$ cat config.mk
export PLATFORM = sky130hd
export DESIGN_NAME = neptuno_joyencoder
export DESIGN_NICKNAME = d
export VERILOG_FILES = /design/src/rtl/neptuno_joyencoder.sv
export SDC_FILE = /design/constraint.sdc
export NUM_CORES = 1
export LEC_CHECK = 0
export ABC_CLOCK_PERIOD_IN_PS = 3750
export CORE_MARGIN = 5
export CORE_UTILIZATION = 57
export DETAILED_ROUTE_END_ITERATION = 7
export PLACE_DENSITY = 0.93
export SYNTH_ARGS = -nofsm -noshare
export SYNTH_HDL_FRONTEND = slang
export SYNTH_SLANG_ARGS = --single-unit
$ cat constraint.sdc
create_clock -name clk -period 3.75 [get_ports clk]
set_input_delay 0.75 -clock clk [delete_from_list [all_inputs] [get_ports clk]]
set_output_delay 0.75 -clock clk [all_outputs]
set_load 0.1 [all_outputs]
$ cat src/rtl/neptuno_joyencoder.sv
// NeptUNO joystick link responder: latches two 6-button pads on load,
// then shifts them out one bit per host clock rising edge.
module neptuno_joyencoder #(
  parameter int   FRAME_BITS  = 16,
  parameter logic FILL        = 1'b1,
  parameter int   SYNC_STAGES = 2
) (
  input  logic       clk,
  input  logic       rst_n,
  input  logic [5:0] joy1_i,
  input  logic [5:0] joy2_i,
  input  logic       joy_load_i,
  input  logic       joy_clk_i,
  output logic       joy_data_o,
  output logic       frame_done_o,
  output logic [7:0] abort_cnt_o
);

  localparam int CW = $clog2(FRAME_BITS + 1);
  localparam logic [CW-1:0] LAST = CW'(FRAME_BITS - 1);

  typedef enum logic [1:0] {
    IDLE,
    LOAD,
    SHIFT,
    DONE
  } state_t;

  state_t                 state;
  logic [FRAME_BITS-1:0]  shift_reg;
  logic [CW-1:0]          bit_cnt;
  logic [SYNC_STAGES-1:0] clk_sync;
  logic [SYNC_STAGES-1:0] load_sync;
  logic                   clk_prev;
  logic                   clk_s;
  logic                   load_s;
  logic                   clk_rise;
  logic                   load_low;
  logic [FRAME_BITS-1:0]  frame;

  assign clk_s    = clk_sync[SYNC_STAGES-1];
  assign load_s   = load_sync[SYNC_STAGES-1];
  assign clk_rise = clk_s & ~clk_prev;
  assign load_low = ~load_s;

  // Pad bits default to FILL; the 12 pad bits sit at the MSB end.
  always_comb begin
    frame = {FRAME_BITS{FILL}};
    frame[FRAME_BITS-1 -: 12] = {~joy1_i, ~joy2_i};
  end

  // Reset to 1 so idle-high wires give no false edges.
  always_ff @(posedge clk or negedge rst_n) begin
    if (!rst_n) begin
      clk_sync  <= '1;
      load_sync <= '1;
      clk_prev  <= 1'b1;
    end else begin
      clk_sync  <= {clk_sync[SYNC_STAGES-2:0], joy_clk_i};
      load_sync <= {load_sync[SYNC_STAGES-2:0], joy_load_i};
      clk_prev  <= clk_s;
    end
  end

  always_ff @(posedge clk or negedge rst_n) begin
    if (!rst_n) begin
      state        <= IDLE;
      shift_reg    <= {FRAME_BITS{FILL}};
      bit_cnt      <= '0;
      joy_data_o   <= FILL;
      frame_done_o <= 1'b0;
      abort_cnt_o  <= 8'd0;
    end else begin
      frame_done_o <= 1'b0;
      unique case (state)
        IDLE: begin
          joy_data_o <= FILL;
          if (load_low) state <= LOAD;
        end
        LOAD: begin
          if (load_low) begin
            shift_reg  <= frame;
            joy_data_o <= frame[FRAME_BITS-1];
          end else begin
            state   <= SHIFT;
            bit_cnt <= '0;
          end
        end
        SHIFT: begin
          // Load has priority over a coincident clock edge.
          if (load_low) begin
            state <= LOAD;
            if (bit_cnt != '0 && abort_cnt_o != 8'hFF)
              abort_cnt_o <= abort_cnt_o + 8'd1;
          end else if (clk_rise) begin
            if (bit_cnt == LAST) begin
              frame_done_o <= 1'b1;
              joy_data_o   <= FILL;
              state        <= DONE;
            end else begin
              shift_reg  <= {shift_reg[FRAME_BITS-2:0], FILL};
              joy_data_o <= shift_reg[FRAME_BITS-2];
              bit_cnt    <= bit_cnt + 1'b1;
            end
          end
        end
        DONE: begin
          joy_data_o <= FILL;
          if (load_low) state <= LOAD;
        end
        default: state <= IDLE;
      endcase
    end
  end

endmodule
-- Word-level counts from Yosys, hierarchy flattened
Cells that the tools add are included.
W data, S select, Z words.
- bits in registers: 37
- input port bits: 16
- output and inout port bits: 10
- word-level logic and storage cells: 64
- add/sub/neg operators: 2
- eq/ne operators: 13
- muxes and demuxes: 25
- bitwise logic cells: 5
- reduce and logical (&&, ||, !) cells: 10
- operators with widths (cell ; number):
    $mux W15 ; 4
    $pmux W15 S2 ; 1
    $mux W5 ; 4
    $ne A2 B2 Y1 const B ; 6
    $not A6 Y6 ; 2
    $mux W2 ; 5
    $pmux W5 S2 ; 1
    $reduce_and A5 Y1 ; 2
    $add A8 B1 Y8 const B ; 1
    $mux W1 ; 8
    $ne A8 B8 Y1 const B ; 1
    $ne A3 B3 Y1 const B ; 2
    $pmux W2 S3 ; 1
    $reduce_and A3 Y1 ; 2
    $add A5 B1 Y5 const B ; 1
    $eq A5 B4 Y1 const B ; 1
    $reduce_bool A5 Y1 ; 1
    $eq A2 B2 Y1 const B ; 2
    $reduce_and A4 Y1 ; 1
    $pmux W1 S3 ; 1
    $eq A2 B1 Y1 const B ; 1
    $logic_not A2 Y1 ; 1
    $not A1 Y1 ; 2
    $reduce_bool A2 Y1 ; 1
    3 further kinds ; 3

-- Longest topological paths before layout
Gate-level depths: netlist of run 1.
- depth after elaboration: 5
- mapped depth: 8
- mapped depth without buffers: 6

-- Least setup slack after synthesis of run 1
Ideal clock, no wire load.
- path type: flip-flop to flip-flop
- start point: reg abort_cnt_o[0]
- end point: reg abort_cnt_o[1]
- setup time: 0.126 ns
- data arrival time: 2.093 ns
- required time: 3.624 ns
- slack: 1.531 ns
- cell stages (with the launch flop): 5
- path buffers: 0
- period minus slack after synthesis: 2.219 ns
- cells stage by stage: dfrtp_1 > ha_1 > nand4_1 > o2111ai_2 > mux2_2
- word-level cells in the longest chain between the ends: 3
- elaborated cells between the ends (all ways): 4
- classes of those cells: add/sub (1); eq/ne (1); reduce/logical (2)
- RTL lines (item ; RTL line ; text):
    from (decl) ; 16 ; output logic [7:0] abort_cnt_o
    from (signal assigned) ; 94 ; abort_cnt_o <= abort_cnt_o + 8'd1;
    branches (longest 3 deep; another with $add A8 B1 Y8) ; n/a ;
Several ways; the timed one is not identified.
A chain may end at the register's enable or synchronous reset.

-- Worst setup path in the final report of run 1
- start point: reg joy_data_o
- end point: out joy_data_o
- RTL lines (item ; RTL line ; text):
    from (decl) ; 14 ; output logic joy_data_o,
    from (signal assigned) ; 83 ; joy_data_o <= frame[FRAME_BITS-1];
    from (signal assigned) ; 102 ; joy_data_o <= shift_reg[FRAME_BITS-2];
No word-level cell between the ends.

==> impl_metrics.yaml, run 1 <==
status:
  status: "finished, final reports clean"
hold_path:
  hold_path_class: "reg -> reg"
  whs_endpoint: "load_sync[1]"
  hp-start: "load_sync[0]"
  hold-path-cell-count: 0
setup_path:
  crit_type: "reg -> out"
  cp_top_family: "buffers and inverters"
  cp_data_required_time_ns: 3.00
  critPathMaxFanout: 2
  cp.depth: 1
  cp_num_buf_inv: 1
  worst_r2r_endpoint: "shift_reg[8]"
  cpPeakStageDelay_ns: 1.12
  slowest_stage: "clkdlybuf4s50_1"
  startpoint_type: "flip-flop"
  worstReg2RegStart: "state[0]"
  arrival_ns: 1.98
  reg2reg_depth: 5
  crit_chain: "clkdlybuf4s50_1"
  reg2reg_slack_ns: 1.21
  end_kind: "primary output"
sta:
  worstMarginPinSlew_ns: 1.08
  fmax_mhz: 366
  setup_viol: 0
  hold_viol_final: 0
  rsz0062_at_grt: "false"
  finClkSkew_ns: 0.00689
  min_period_ns: 2.73
  slew_violations: 0
  period_share_pct: 72.9
  tns_ns: 0
  hold_ws_ns: 0.363
  slew_headroom_pct: 28.1
grt:
  antenna_found_initial: 0
  grt_pass1_vias: 1357
  grt-ovfl-total: 0
  grtUsageTotal_pct: 18.2
  grt_pass1_wl_mm: 5.82
  grt_start_max_net_pins: 38
clock_tree:
  cts_tree: "yes"
  numCtsBuffers: 5
  ctsRootBufferMaster: "clkbuf_4"
  cts_buffer_depth: 2
  post-cts-setup-buffers: 0
  cts_resized: 0
  clk_latency_ns: 0.33
  clk_pin_slew_ns: 0.09
  hold_buffers: 0
  cts_htree_levels: 2
  clkSinkCount: 33
synth:
  synthArstFlopShare_pct: 100
  yosys_warnings: 0
  syn_area_per_cell_um2: 11.4
  syn_area_mm2: 0.00174
  synthDistinctLibCells: 44
  synth_edf_count: 0
  synthesis.nets: 176
  ys.flop_type: "dfstp_2"
  netlist_instances: 153
  ys_seq_elements: 33
  yosysSeqAreaShare_pct: 48.6
placement:
  gp_congestion: 0.828
  portBuffers: 25
  place_hpwl_mm: 2.56
floorplan:
  floorplan.initialDensity_pct: 58.1
  core-area_mm2: 0.00300
  die_area_mm2: 0.00427
  ios: 26
  fp-row-count: 20
  die_h_um: 65.3
  fp.dieW_um: 65.3
power:
  irDropWorstVdd_mv: 0.479
  p_per_area_mw_per_mm2: 646
  power_leakage_uw: 0.000881
routing:
  routed_wl_mm: 3.33
  vias: 1284
  drtIter0Drc: 44
  drc_errors: 0
  via_per_inst: 5.97
  postRouteAntennaNets: 0
  wire_per_inst_um: 15.5
  firstDrtPassIters: 4
finish:
  n_antenna_cell: 0
  nets: 204
  area_delta_synth_final_pct: 18.4
  final_cell_mix: "clkdlybuf4s50_1, mux2_2, dfstp_2"
  final_common_cell: "clkdlybuf4s50_1"
  final_layout_size_suffix_gt1_share_pct: 25.8
  largest_reg_flops: 11
run:
  maxCapViolCount: 0
## power breakdown
group | total, uW | switching (uW) | internal [uW]
logic | 577 | 328 | 250
registers | 569 | 66.3 | 503
clock network | 186 | 115 | 71.3
## synthesized netlist by cell type, types with 2 or more instances
cell	count	area share, %
and2_1	2	0.72
and3_1	2	0.72
and3b_1	2	1.0
buf_2	3	0.86
dfrtp_1	16	23
dfstp_2	17	26
ha_1	7	5.0
inv_1	8	1.7
mux2_2	18	12
mux2i_1	3	1.7
nand2_1	16	3.4
nand2b_1	3	1.1
nand3_1	2	0.57
nand3b_1	2	0.86
nand4b_1	2	1.0
nor2_1	5	1.1
nor3_1	2	0.57
nor3b_1	2	0.86
nor4_1	2	0.72
o21ai_0	15	4.3
## area by class of cell
class | count | area, um2
clock buffer | 6 | 41.3
timing repair buffer | 26 | 258
multi-input combinational | 107 | 837
inverter | 8 | 30.0
tap | 33 | 41.3
sequential | 33 | 847
fill | 214 | 938
clock inverter | 2 | 10.0
## worst register-to-register path: stages, from the launching register on
cell and delay (ns):
dfrtp_1 0.41, inv_1 0.09, ha_1 0.87, inv_1 0.28, a22oi_4 0.43, mux2_2 0.39
## metal layers
metal  global-route usage, %  routed length [um]  vias to the layer above
met5                       0                   0                        -
met4                    5.44                  40                        0
met3                    6.15                 195                        6
met2                    34.3                1840                       38
met1                    18.7                1240                      628
li1                        -                   -                      612
## how the worst max path moves through the flow
| stage | start | to | slack [ns] |
|---|---|---|---|
| after floorplan | abort_cnt_o[0] | abort_cnt_o[1] | 1.53 |
| after global placement | joy_data_o | joy_data_o | 1.37 |
| after detailed placement | state[0] | shift_reg[8] | 1.26 |
| after CTS | joy_data_o | joy_data_o | 0.99 |
| after global routing | joy_data_o | joy_data_o | 0.95 |
| final | joy_data_o | joy_data_o | 1.02 |
## stage by stage
step	power [uW]	util [%]	worst slack (ns)	cell area (um2)	instances
5_1_grt	1430	68.8	0.954	2060	215
2_1_floorplan	1020	-	1.53	1740	153
4_1_cts	1350	68.8	0.990	2060	215
3_5_place_dp	1160	67.0	1.26	2010	207
3_3_place_gp	1110	67.0	1.37	2010	207
6_report	1330	68.8	1.02	2060	215
## cell families (layout without fill, tap and decap cells)
group | Yosys count | in the layout | share of synthesized area, %
buffers and inverters | 13 | 42 | 3.44
XOR/XNOR | 1 | 1 | 0.502
multiplexers | 21 | 21 | 13.3
flip-flops | 33 | 33 | 48.6
AND/OR/NAND/NOR | 50 | 50 | 17.6
AO/OA/AOI/OAI | 28 | 28 | 11.5
adder cells (fa/ha/maj) | 7 | 7 | 5.02
No activity file was read; power rests on OpenSTA's default activity.
==> inputs of run 2 (changes only) <==
==> config.mk (replaced) <==
export PLATFORM = sky130hd
export DESIGN_NAME = neptuno_joyencoder
export DESIGN_NICKNAME = d
export VERILOG_FILES = /design/src/rtl/neptuno_joyencoder.sv
export SDC_FILE = /design/constraint.sdc
export NUM_CORES = 1
export LEC_CHECK = 0
export ABC_CLOCK_PERIOD_IN_PS = 2400
export CORE_MARGIN = 5
export CORE_UTILIZATION = 48
export DETAILED_ROUTE_END_ITERATION = 7
export PLACE_DENSITY = 0.85
export SYNTH_ARGS = -nofsm -noshare
export SYNTH_HDL_FRONTEND = slang
export SYNTH_SLANG_ARGS = --single-unit
==> constraint.sdc (replaced) <==
create_clock -name clk -period 2.4 [get_ports clk]
set_input_delay 0.48 -clock clk [delete_from_list [all_inputs] [get_ports clk]]
set_output_delay 0.48 -clock clk [all_outputs]
set_load 0.1 [all_outputs]
==> run 2 against run 1 <==
Compared with the run above: first-iteration DRC count is 20% lower; sequential power is 55% higher; sequential share of layout area is 0.074 points lower; combinational power grew 55%; highest routed layer unchanged.
==> impl_metrics.yaml, run 2 (synthesis results as in run 1) <==
routing:
  drtIter0Drc: 35
  drc_errors: 0
  postRouteAntennaNets: 0
  routed_wl_mm: 3.24
  wire_per_inst_um: 14.0
  vias: 1281
  firstDrtPassIters: 4
  via_per_inst: 5.55
placement:
  place_hpwl_mm: 2.43
  gp_congestion: 0.775
  portBuffers: 25
  dpl.cell_count: 223
  dp_slack_ns: 0.371
sta:
  fmax_mhz: 494
  finClkSkew_ns: 0.0178
  worstMarginPinSlew_ns: 0.433
  slew_violations: 0
  rsz0062_at_grt: "false"
  hold_viol_final: 0
  slew_headroom_pct: 71.0
  tns_ns: 0
  setup_viol: 0
  setup_ws_ns: 0.378
  period_share_pct: 84.3
  min_period_ns: 2.02
  hold_ws_ns: 0.362
setup_path:
  reg2reg_depth: 6
  worst_r2r_endpoint: "bit_cnt[3]"
  worstReg2RegStart: "state[0]"
  startpoint_type: "flip-flop"
  end_kind: "flip-flop"
  crit_chain: "inv_1 > ha_1 > buf_4 > nor4bb_1 > o21ai_1 > a211o_1"
  crit_type: "reg -> reg"
  critPathMaxFanout: 28
  slowest_stage: "dfrtp_1"
  reg2reg_slack_ns: 0.38
  arrival_ns: 2.27
  cp_data_required_time_ns: 2.65
  cpPeakStageDelay_ns: 0.42
power:
  switching_share_pct: 38.4
  p_sw_uw: 801
  p_per_area_mw_per_mm2: 1010
  clock_power_share_pct: 14.7
  p_comb_share_pct: 43.0
  power.internal_uw: 1280
  power_frac_seq_pct: 42.3
  irDropWorstVdd_mv: 0.602
  power_leakage_uw: 0.000908
floorplan:
  floorplan.initialDensity_pct: 48.7
  ios: 26
  fp-row-count: 22
  die_area_mm2: 0.00494
  die_h_um: 70.3
  fp.dieW_um: 70.3
  core-area_mm2: 0.00358
finish:
  final_cells: 231
  n_antenna_cell: 0
  final_util_pct: 57.8
  area_delta_synth_final_pct: 18.6
  final_layout_size_suffix_gt1_share_pct: 32.2
  final_common_cell: "mux2_2"
  largest_reg_flops: 11
  fill_cells: 329
  final_cell_mix: "mux2_2, dfstp_2, nand2_1, dfrtp_1"
  nets: 205
clock_tree:
  clkSinkCount: 33
  cts_buffer_depth: 2
  numCtsBuffers: 5
  cts_htree_levels: 2
  hold_buffers: 0
  clk_pin_slew_ns: 0.12
  clk_latency_ns: 0.35
  post-cts-setup-buffers: 0
  cts_tree: "yes"
  ctsRootBufferMaster: "clkbuf_4"
  cts_resized: 0
hold_path:
  hp-start: "load_sync[0]"
  hold_path_class: "reg -> reg"
  hold-path-cell-count: 0
  whs_endpoint: "load_sync[1]"
grt:
  grt_start_max_net_pins: 34
  antenna_found_initial: 0
  grt_pass1_vias: 1285
  grt-ovfl-total: 0
  grt_pass1_wl_mm: 5.69
  grtUsageTotal_pct: 14.5
status:
  status: "finished, final reports clean"
run:
  maxCapViolCount: 0
-- run 2: worst max-delay path, delay by kind of cell (launching register included) --
family	cells	cell delay [ns]
simple gates	1	0.24
flops	1	0.42
buf+inv	2	0.40
compound gates	2	0.55
fa+ha+maj	1	0.33
-- run 2: stage by stage --
stage / total power (uW) / instance area [um2]
after CTS: 2110 / 2070
final: 2080 / 2070
after global routing: 2230 / 2070
after floorplan: 1600 / 1740
after detailed placement: 1790 / 2010
after global placement: 1740 / 2010
-- run 2: routing by layer --
metal	GRT usage (%)	vias to the layer above	routed length (um)
met5	0	-	0
met4	6.38	0	62
met3	4.75	7	223
met2	25.6	33	1710
met1	15.5	628	1240
li1	-	613	-
-- run 2: layout make-up --
cell class / instances / area [um2] / area share [%]
sequential: 33 / 847 / 41.0
tap: 48 / 60.1 / 2.90
multi-input combinational: 107 / 837 / 40.5
clock buffer: 5 / 37.5 / 1.81
timing repair buffer: 27 / 240 / 11.6
clock inverter: 3 / 16.3 / 0.786
inverter: 8 / 30.0 / 1.45
-- run 2: how the worst max path moves through the flow --
stage                    from             end  slack (ns)  cells past startpoint
4_1_cts              state[0]      bit_cnt[3]        0.36                      6
2_1_floorplan  abort_cnt_o[0]  abort_cnt_o[1]        0.18                      4
5_1_grt              state[0]      bit_cnt[3]        0.16                      6
3_5_place_dp       bit_cnt[0]      bit_cnt[3]        0.37                      6
3_3_place_gp         state[0]      bit_cnt[3]        0.45                      6
6_report             state[0]      bit_cnt[3]        0.38                      6
-- run 2: power groups by stage --
stage | clock (uW) | combinational, uW | sequential [uW]
floorplan | 0 | 582 | 1020
global placement | 0 | 861 | 879
detailed placement | 0 | 899 | 892
CTS | 320 | 904 | 883
global route | 348 | 985 | 902
finish | 307 | 895 | 881
